File: src/rtl/uart_tx.sv
// UART transmitter: TX FIFO, baud divider and start/data/stop serializer on one line.
// Define UART_TX_PARITY_EN to insert a parity bit (PARITY_ODD selects odd parity).

module uart_tx #(
    parameter int CLOCK_FREQ     = 100_000_000,
    parameter int BAUD_RATE      = 9600,
    parameter int WIDTH          = 8,
    parameter int SAMPLING_TICKS = 16,
    parameter int STOP_BITS      = 1,
    parameter int DEPTH          = 16
`ifdef UART_TX_PARITY_EN
    ,
    parameter bit PARITY_ODD     = 1'b0
`endif
) (
    input  logic             clk,
    input  logic             rst_n,
    input  logic             wr_en,
    input  logic [WIDTH-1:0] d_in,
    output logic             tx,
    output logic             full,
    output logic             empty,
    output logic             busy,
    output logic             tx_done,
    output logic             overflow
);

    localparam int DIV_RAW    = CLOCK_FREQ / (BAUD_RATE * SAMPLING_TICKS);
    localparam int DIV        = (DIV_RAW < 1) ? 1 : DIV_RAW;
    localparam int DIV_W      = (DIV > 1) ? $clog2(DIV) : 1;
    localparam int STOP_TICKS = STOP_BITS * SAMPLING_TICKS;
    localparam int TICK_W     = $clog2(STOP_TICKS + 1);
    localparam int BIT_W      = $clog2(WIDTH + 1);
    localparam int ADDR_W     = $clog2(DEPTH);
    localparam int CNT_W      = ADDR_W + 1;

    localparam logic [2:0] S_IDLE   = 3'd0;
    localparam logic [2:0] S_START  = 3'd1;
    localparam logic [2:0] S_DATA   = 3'd2;
`ifdef UART_TX_PARITY_EN
    localparam logic [2:0] S_PARITY = 3'd3;
`endif
    localparam logic [2:0] S_STOP   = 3'd4;

    logic [WIDTH-1:0]  mem [DEPTH];
    logic [ADDR_W-1:0] wr_ptr;
    logic [ADDR_W-1:0] rd_ptr;
    logic [CNT_W-1:0]  count;
    logic              push;
    logic              pop;

    logic [2:0]        state;
    logic [DIV_W-1:0]  div_cnt;
    logic              baud_tick;
    logic [TICK_W-1:0] tick_cnt;
    logic [BIT_W-1:0]  bit_cnt;
    logic [WIDTH-1:0]  shift;
    logic              tx_next;
`ifdef UART_TX_PARITY_EN
    logic              parity_bit;
`endif

    assign full  = (count == CNT_W'(DEPTH));
    assign empty = (count == '0);
    assign busy  = (state != S_IDLE);
    assign push  = wr_en && !full;
    assign pop   = (state == S_IDLE) && !empty;

    // NOTE: storage has no reset; only pointers and count define FIFO contents.
    always_ff @(posedge clk) begin
        if (push) begin
            mem[wr_ptr] <= d_in;
        end
    end

    // NOTE: sequential state always uses non-blocking assignments.
    always_ff @(posedge clk or negedge rst_n) begin
        if (!rst_n) begin
            wr_ptr   <= '0;
            rd_ptr   <= '0;
            count    <= '0;
            overflow <= 1'b0;
        end else begin
            overflow <= wr_en && full;
            if (push) begin
                wr_ptr <= wr_ptr + 1'b1;
            end
            if (pop) begin
                rd_ptr <= rd_ptr + 1'b1;
            end
            case ({push, pop})
                2'b10:   count <= count + 1'b1;
                2'b01:   count <= count - 1'b1;
                default: count <= count;
            endcase
        end
    end

    // Divider is parked at zero while idle so every frame starts on a full bit period.
    assign baud_tick = (state != S_IDLE) && (div_cnt == DIV_W'(DIV - 1));

    always_ff @(posedge clk or negedge rst_n) begin
        if (!rst_n) begin
            div_cnt <= '0;
        end else if (state == S_IDLE || baud_tick) begin
            div_cnt <= '0;
        end else begin
            div_cnt <= div_cnt + 1'b1;
        end
    end

    always_ff @(posedge clk or negedge rst_n) begin
        if (!rst_n) begin
            state    <= S_IDLE;
            tick_cnt <= '0;
            bit_cnt  <= '0;
            shift    <= '0;
            tx_done  <= 1'b0;
`ifdef UART_TX_PARITY_EN
            parity_bit <= 1'b0;
`endif
        end else begin
            tx_done <= 1'b0;
            case (state)
                S_IDLE: begin
                    if (!empty) begin
                        shift    <= mem[rd_ptr];
                        tick_cnt <= '0;
                        bit_cnt  <= '0;
`ifdef UART_TX_PARITY_EN
                        parity_bit <= (^mem[rd_ptr]) ^ PARITY_ODD;
`endif
                        state    <= S_START;
                    end
                end
                S_START: begin
                    if (baud_tick) begin
                        if (tick_cnt == TICK_W'(SAMPLING_TICKS - 1)) begin
                            tick_cnt <= '0;
                            state    <= S_DATA;
                        end else begin
                            tick_cnt <= tick_cnt + 1'b1;
                        end
                    end
                end
                S_DATA: begin
                    if (baud_tick) begin
                        if (tick_cnt == TICK_W'(SAMPLING_TICKS - 1)) begin
                            tick_cnt <= '0;
                            shift    <= {1'b0, shift[WIDTH-1:1]};
                            if (bit_cnt == BIT_W'(WIDTH - 1)) begin
                                bit_cnt <= '0;
`ifdef UART_TX_PARITY_EN
                                state   <= S_PARITY;
`else
                                state   <= S_STOP;
`endif
                            end else begin
                                bit_cnt <= bit_cnt + 1'b1;
                            end
                        end else begin
                            tick_cnt <= tick_cnt + 1'b1;
                        end
                    end
                end
`ifdef UART_TX_PARITY_EN
                S_PARITY: begin
                    if (baud_tick) begin
                        if (tick_cnt == TICK_W'(SAMPLING_TICKS - 1)) begin
                            tick_cnt <= '0;
                            state    <= S_STOP;
                        end else begin
                            tick_cnt <= tick_cnt + 1'b1;
                        end
                    end
                end
`endif
                S_STOP: begin
                    if (baud_tick) begin
                        if (tick_cnt == TICK_W'(STOP_TICKS - 1)) begin
                            tick_cnt <= '0;
                            tx_done  <= 1'b1;
                            state    <= S_IDLE;
                        end else begin
                            tick_cnt <= tick_cnt + 1'b1;
                        end
                    end
                end
                default: state <= S_IDLE;
            endcase
        end
    end

    // Line level follows the state one clock later through a flop, so it never glitches.
    always_comb begin
        // NOTE: default first so every path assigns tx_next and no latch is inferred.
        tx_next = 1'b1;
        case (state)
            S_START:  tx_next = 1'b0;
            S_DATA:   tx_next = shift[0];
`ifdef UART_TX_PARITY_EN
            S_PARITY: tx_next = parity_bit;
`endif
            default:  tx_next = 1'b1;
        endcase
    end

    always_ff @(posedge clk or negedge rst_n) begin
        if (!rst_n) begin
            tx <= 1'b1;
        end else begin
            tx <= tx_next;
        end
    end

endmodule

File: config.mk
export PLATFORM = sky130hd
export DESIGN_NAME = uart_tx
export DESIGN_NICKNAME = d
export VERILOG_FILES = /design/src/rtl/uart_tx.sv
export SDC_FILE = /design/constraint.sdc
export NUM_CORES = 1
export LEC_CHECK = 0
export BUFFER_PORTS_ARGS = -buffer_cell sky130_fd_sc_hd__buf_2
export CORE_ASPECT_RATIO = 1.5
export CORE_MARGIN = 5
export CORE_UTILIZATION = 40
export CTS_BUF_LIST = sky130_fd_sc_hd__clkbuf_8
export DETAILED_ROUTE_END_ITERATION = 12
export GPL_TIMING_DRIVEN = 0
export HOLD_SLACK_MARGIN = 0.06
export PLACE_DENSITY = 0.56
export SLEW_MARGIN = 20
export SYNTH_ARGS = -nofsm -noshare
export SYNTH_HDL_FRONTEND = slang
export SYNTH_SLANG_ARGS = --single-unit
File: constraint.sdc
create_clock -name clk -period 2.9 [get_ports clk]
set_clock_uncertainty 0.05 [all_clocks]
set_input_delay 0.145 -clock clk [delete_from_list [all_inputs] [get_ports clk]]
set_output_delay 0.145 -clock clk [all_outputs]
set_load 0.01 [all_outputs]
==> metrics, run 1 <==
Starting DRT DRC Count=320; critical path's slowest cell=dfrtp_1; DRC violation count after routing=0; fraction of the mapped netlist area in simple logic gates=7.94%; FFs w/ async S/R, synth=26.4%; die area=0.0210 mm2; clk_lat worst skew=0.45 ns; DPL Wire Length=9740 um; setup TNS=0 ns; Crit Path Category=flop to flop; Final Cycle Share=91.6%; First-pass DRT Iterations=4; Synth Warn #=0; Place WS=-0.442 ns; Switch Pwr=1.46 mW; Num CTS Buffers=17; Pint=3.95 mW; combinational share of power=11.2%; sequential fraction of the synthesis area=68.7%; H-Tree Depth=4; DP Area=0.00764 mm2; Leakage=2.89 nW; reg2reg end=count[4]$_DFFE_PN0P_; RSZ-0062 raised after global routing=no; wire length per cell=19.6 um; core area=0.0179 mm2; layout net count=525; mux cell area share after synthesis=10.7%; routability cong.=0.765; die span in y=175 um; antenna violations before repair=0; commonest cells in the netlist=edfxtp_1, dfrtp_1, nor2_1; worst reg2reg startpoint=state[0]$_DFFE_PN0P_; WL final=14300 um; Syn-to-layout area delta=12.7%; depth of the most critical reg-to-reg path=13; Routed Antenna Nets=0; site row count=60; count leader, synth=edfxtp_1; Final Hold Fails=0; Pwr per Cell Area=660 mW/mm2; adder-cell share of the synthesized area=2.07%; Sw Ratio=27.0%; HP Class=primary input to async pin; Overflow after GRT=0; Max clock buf depth=2; vias in the first global route=4231; post-synthesis register bit count=174; top_reg_cell synth=edfxtp_1; first-pass GRT wire length=23000 um; Post-Syn Area=0.00727 mm2; outcome=finished, final reports clean; synthesized area per cell=15.9 um2; Via density=5.39; max-cap viol count=0; Final Cell Area=0.00819 mm2; Worst VDD drop=0.287 mV; Worst setup SP type=flop; n_diodes=0; largest net degree at the start of global routing=47; cell chain of the critical path=buf_6 -> or3_1 -> buf_2 -> a21oi_2 -> buf_6 -> ha_4 -> xor2_1 -> ha_2 -> a21o_1 -> nand2_1 -> a21o_1 -> a31oi_1 -> xnor2_1; top cells by area, synth=edfxtp_1, dfrtp_1, mux4_2, ha_1, nor2_1; Yosys top cell by area=edfxtp_1; Root Driver=clkbuf_8; CP arrival=2.99 ns; Synth cell types=56; share of post-route cells with drive strength above 1=22.4%; GRT Util Overall=14.5%; Final setup viols=0; Clock transition at path regs=0.10 ns; Compound-Gate Fraction of Synth Area=6.13%; Peak Freq=0.377 GHz; fin worst setup slack=0.244 ns; r2r setup slk=0.24 ns; number of synthesized flops with an enable pin=128; Slew @ Worst Pin=0.810 ns; Synth top area share=52.9%; Seq pwr share=56.5%; Max Slew Vio Count=0; Setup crit end kind=flop; # port buffers=16; Critical Path Max Stage Delay=0.38 ns; Starting Density=40.5%; chip width=120 um; syn nets=480; Vias=3938; TritonCTS Sinks=174; Crit Path Max Fanout=10; relative slew slack=45.8%; Syn Inst Count=457; CTS tree=yes; fin crit period=2.66 ns; # IOs=17; xor and xnor fraction of the mapped netlist area=2.53%; clock network power share=32.2%; Worst Path Required=3.24 ns; largest family of logic cells by synthesized area=multiplexers; WHS=0.170 ns
## worst max-delay path, delay by kind of cell, from the launching register on
kind / cells / cell delay, ns
AO/OA/AOI/OAI: 4 / 0.63
XOR/XNOR: 2 / 0.30
adder cells (fa/ha/maj): 2 / 0.40
buffers and inverters: 3 / 0.44
flip-flops: 1 / 0.38
AND/OR/NAND/NOR: 2 / 0.38
## metrics by stage
stage,cells,total power [mW],utilization [%]
after floorplan,457,3.46,-
after global placement,690,3.65,42.5
after detailed placement,690,3.70,42.6
after CTS,730,5.47,45.6
after global routing,731,5.65,45.7
final,731,5.41,45.7
## worst max-delay path by stage
| stage | end | slack [ns] | startpoint |
|---|---|---|---|
| 6_report | count[4]$_DFFE_PN0P_ | 0.24 | state[0]$_DFFE_PN0P_ |
| 3_3_place_gp | count[4]$_DFFE_PN0P_ | -0.38 | count[2]$_DFFE_PN0P_ |
| 3_5_place_dp | count[4]$_DFFE_PN0P_ | -0.44 | count[2]$_DFFE_PN0P_ |
| 4_1_cts | count[4]$_DFFE_PN0P_ | 0.03 | count[2]$_DFFE_PN0P_ |
| 5_1_grt | count[4]$_DFFE_PN0P_ | 0.03 | count[2]$_DFFE_PN0P_ |
| 2_1_floorplan | count[4]$_DFFE_PN0P_ | 0.01 | count[1]$_DFFE_PN0P_ |
## routing by layer
layer | track usage, % | vias up | part of all wire, %
met3 | 2.95 | 21 | 2.9
met4 | 7.31 | 0 | 3.5
met2 | 25.8 | 72 | 53
li1 | - | 1842 | -
met1 | 16.5 | 2003 | 41
met5 | 0 | - | 0
## sequential cells by signal, indices dropped and copies added, names as in the netlist, 4 cells and up
register / flops
bit_cnt: 4
count: 5
div_cnt: 10
mem: 128
rd_ptr: 4
shift: 8
tick_cnt: 5
wr_ptr: 4
## cell usage in the layout, fill, tap and decap left out, types with 13 or more instances in the layout
cell and instances:
edfxtp_1 128, buf_2 23, dfrtp_1 43, nand2_1 21
o22ai_1 14, clkbuf_8 17, nor2_1 38, mux4_2 32
a21oi_1 17, xnor2_1 13
## power groups by stage
stage               logic, mW  registers (mW)  clock network (mW)
finish                  0.609            3.06                1.74
floorplan               0.414            3.05                   0
global route            0.681            3.08                1.88
CTS                     0.625            3.06                1.79
global placement        0.585            3.07                   0
detailed placement      0.621            3.08                   0
## kinds of logic (layout without fill, tap and decap cells)
group / count (synthesis) / in the layout
flip-flops: 174 / 174
XOR/XNOR: 21 / 21
AO/OA/AOI/OAI: 66 / 66
buffers and inverters: 31 / 88
multiplexers: 37 / 37
adder cells (fa/ha/maj): 12 / 12
AND/OR/NAND/NOR: 116 / 116
## repair_timing
action / 4_1_cts / 5_1_grt
setup buffers: 1 / 2
gates cloned: 0 / 0
hold buffers: 10 / 0
setup endpoints to repair: 4 / 2
resized for setup: 5 / 3
endpoints found under the hold margin: 174 / 0
pin swaps: 1 / 0
## area by class of cell
class                   count  area, um2
multi-input cells         252       2180
fillers                  1539       9750
clock inverters            14        174
plain buffers              21        104
inverters                   7       26.3
flip-flops and latches    174       5000
repair buffers             29        205
clock buffers              17        234
well taps                 217        272
Power figures use the tool's default switching activity.
==> inputs of run 2 (changes only) <==
CORE_UTILIZATION = 25   (was 40)
PLACE_DENSITY = default   (was 0.56)
==> metrics, run 2 (synthesized netlist as in run 1, its figures left out) <==
busiest grt layer=met2; Starting DRT DRC Count=267; fin worst setup slack=0.191 ns; routability cong.=0.709; TritonCTS Sinks=174; max-cap viol count=0; HP Class=primary input to async pin; Slew @ Worst Pin=0.862 ns; Max clock buf depth=2; Worst VDD drop=0.275 mV; Pwr per Cell Area=626 mW/mm2; site row count=76; Crit path max-delay family=compound AO/OA/AOI/OAI gates; WHS=0.186 ns; Placed Instances=863; met2 capacity usage during global routing=17.3%; vias in the first global route=4031; met1 Resource Use GR=10.3%; Routed Antenna Nets=0; critical path's slowest cell=dfrtp_1; Syn-to-layout area delta=15.4%; First-pass DRT Iterations=4; core area=0.0287 mm2; Largest register FFs=128; Final setup viols=0; fin crit period=2.71 ns; Final Hold Fails=0; Root Driver=clkbuf_8; Worst setup SP type=flop; wire length per cell=15.9 um; commonest non-fill, non-tap cell in the layout=edfxtp_1; Overflow after GRT=0; Max Slew Vio Count=0; CTS tree=yes; Layout Cells excl Fill=907; DPL Wire Length=9800 um; layout net count=527; Setup crit end kind=flop; Peak Freq=0.369 GHz; largest net degree at the start of global routing=47; die area=0.0327 mm2; # IOs=17; Via density=4.31; Crit Path Max Fanout=10; Most flops, register=mem; cell chain of the critical path=buf_6 -> or3_1 -> buf_2 -> a21oi_2 -> buf_6 -> ha_4 -> xor2_1 -> ha_2 -> a21o_1 -> nand2_1 -> a21o_1 -> a31oi_1 -> xnor2_1; DRC violation count after routing=0; commonest non-fill, non-tap cells in the layout=edfxtp_1, dfrtp_1, nor2_1, mux4_2, buf_2; Final Cycle Share=93.4%; WL final=14400 um; outcome=finished, final reports clean; Worst Path Required=3.23 ns; Num CTS Buffers=17; first-pass GRT wire length=22900 um; DP Area=0.00786 mm2; setup TNS=0 ns; chip width=149 um; Place WS=-0.498 ns; # port buffers=16; Final Cell Area=0.00839 mm2; Leakage=2.87 nW; GR Layer Usage met3=2.29%; fill count=2896; H-Tree Depth=4; WP buf/inv=3; die span in y=219 um; Crit Path Category=flop to flop; clk_lat worst skew=0.45 ns; Clock transition at path regs=0.09 ns; n_diodes=0; antenna violations before repair=0; Critical Path Max Stage Delay=0.38 ns; Vias=3908; CP arrival=3.04 ns; GRT Util Overall=9.36%; share of post-route cells with drive strength above 1=22.4%; relative slew slack=42.3%; Starting Density=25.3%; top flop regs=mem x128, div_cnt x10, shift x8
-- run 2: where the power goes --
part	internal (mW)	switching, mW
combinational	0.223	0.379
sequential	2.93	0.132
clock	0.688	0.904
total	3.84	1.42
-- run 2: final cells by class --
cell class,instances,area [um2],share of cell area [%]
Tap cell,390,488,5.82
Timing Repair Buffer,31,220,2.63
Inverter,7,26.3,0.313
Multi-Input combinational cell,252,2180,26.0
Buffer,21,104,1.24
Clock buffer,17,234,2.79
Sequential cell,174,5000,59.6
Clock inverter,15,136,1.63
-- run 2: final timing paths --
check                                               end                     from  slack (ns)  cells past startpoint
worst max-delay path               count[4]$_DFFE_PN0P_     state[0]$_DFFE_PN0P_        0.19                     13
worst min-delay path               count[2]$_DFFE_PN0P_                    rst_n        0.19                      2
worst max register to register     count[4]$_DFFE_PN0P_     state[0]$_DFFE_PN0P_        0.19                     13
worst min register to register  tick_cnt[4]$_DFFE_PN0P_  tick_cnt[4]$_DFFE_PN0P_        0.45                      1
max in group asynchronous          count[1]$_DFFE_PN0P_                    rst_n        2.17                      2
min in group clk                     overflow$_DFF_PN0_                    wr_en        0.44                      3
-- run 2: layer usage --
metal | routed length [um] | vias to the layer above
li1 | - | 1848
met1 | 5860 | 1997
met2 | 7990 | 49
met3 | 355 | 14
met4 | 214 | 0
met5 | 0 | -
-- run 2: what timing repair did --
item	CTS	global route
gates resized for setup	3	4
setup buffers	0	5
setup endpoints to repair	4	2
pin swaps	0	1
hold buffers	10	0
hold endpoints to repair	163	0
-- run 2: stage by stage --
stage / power [mW] / utilization, %
3_5_place_dp: 3.69 / 27.4
5_1_grt: 5.50 / 29.2
4_1_cts: 5.31 / 29.0
3_3_place_gp: 3.66 / 27.3
6_report: 5.25 / 29.2
2_1_floorplan: 3.46 / -
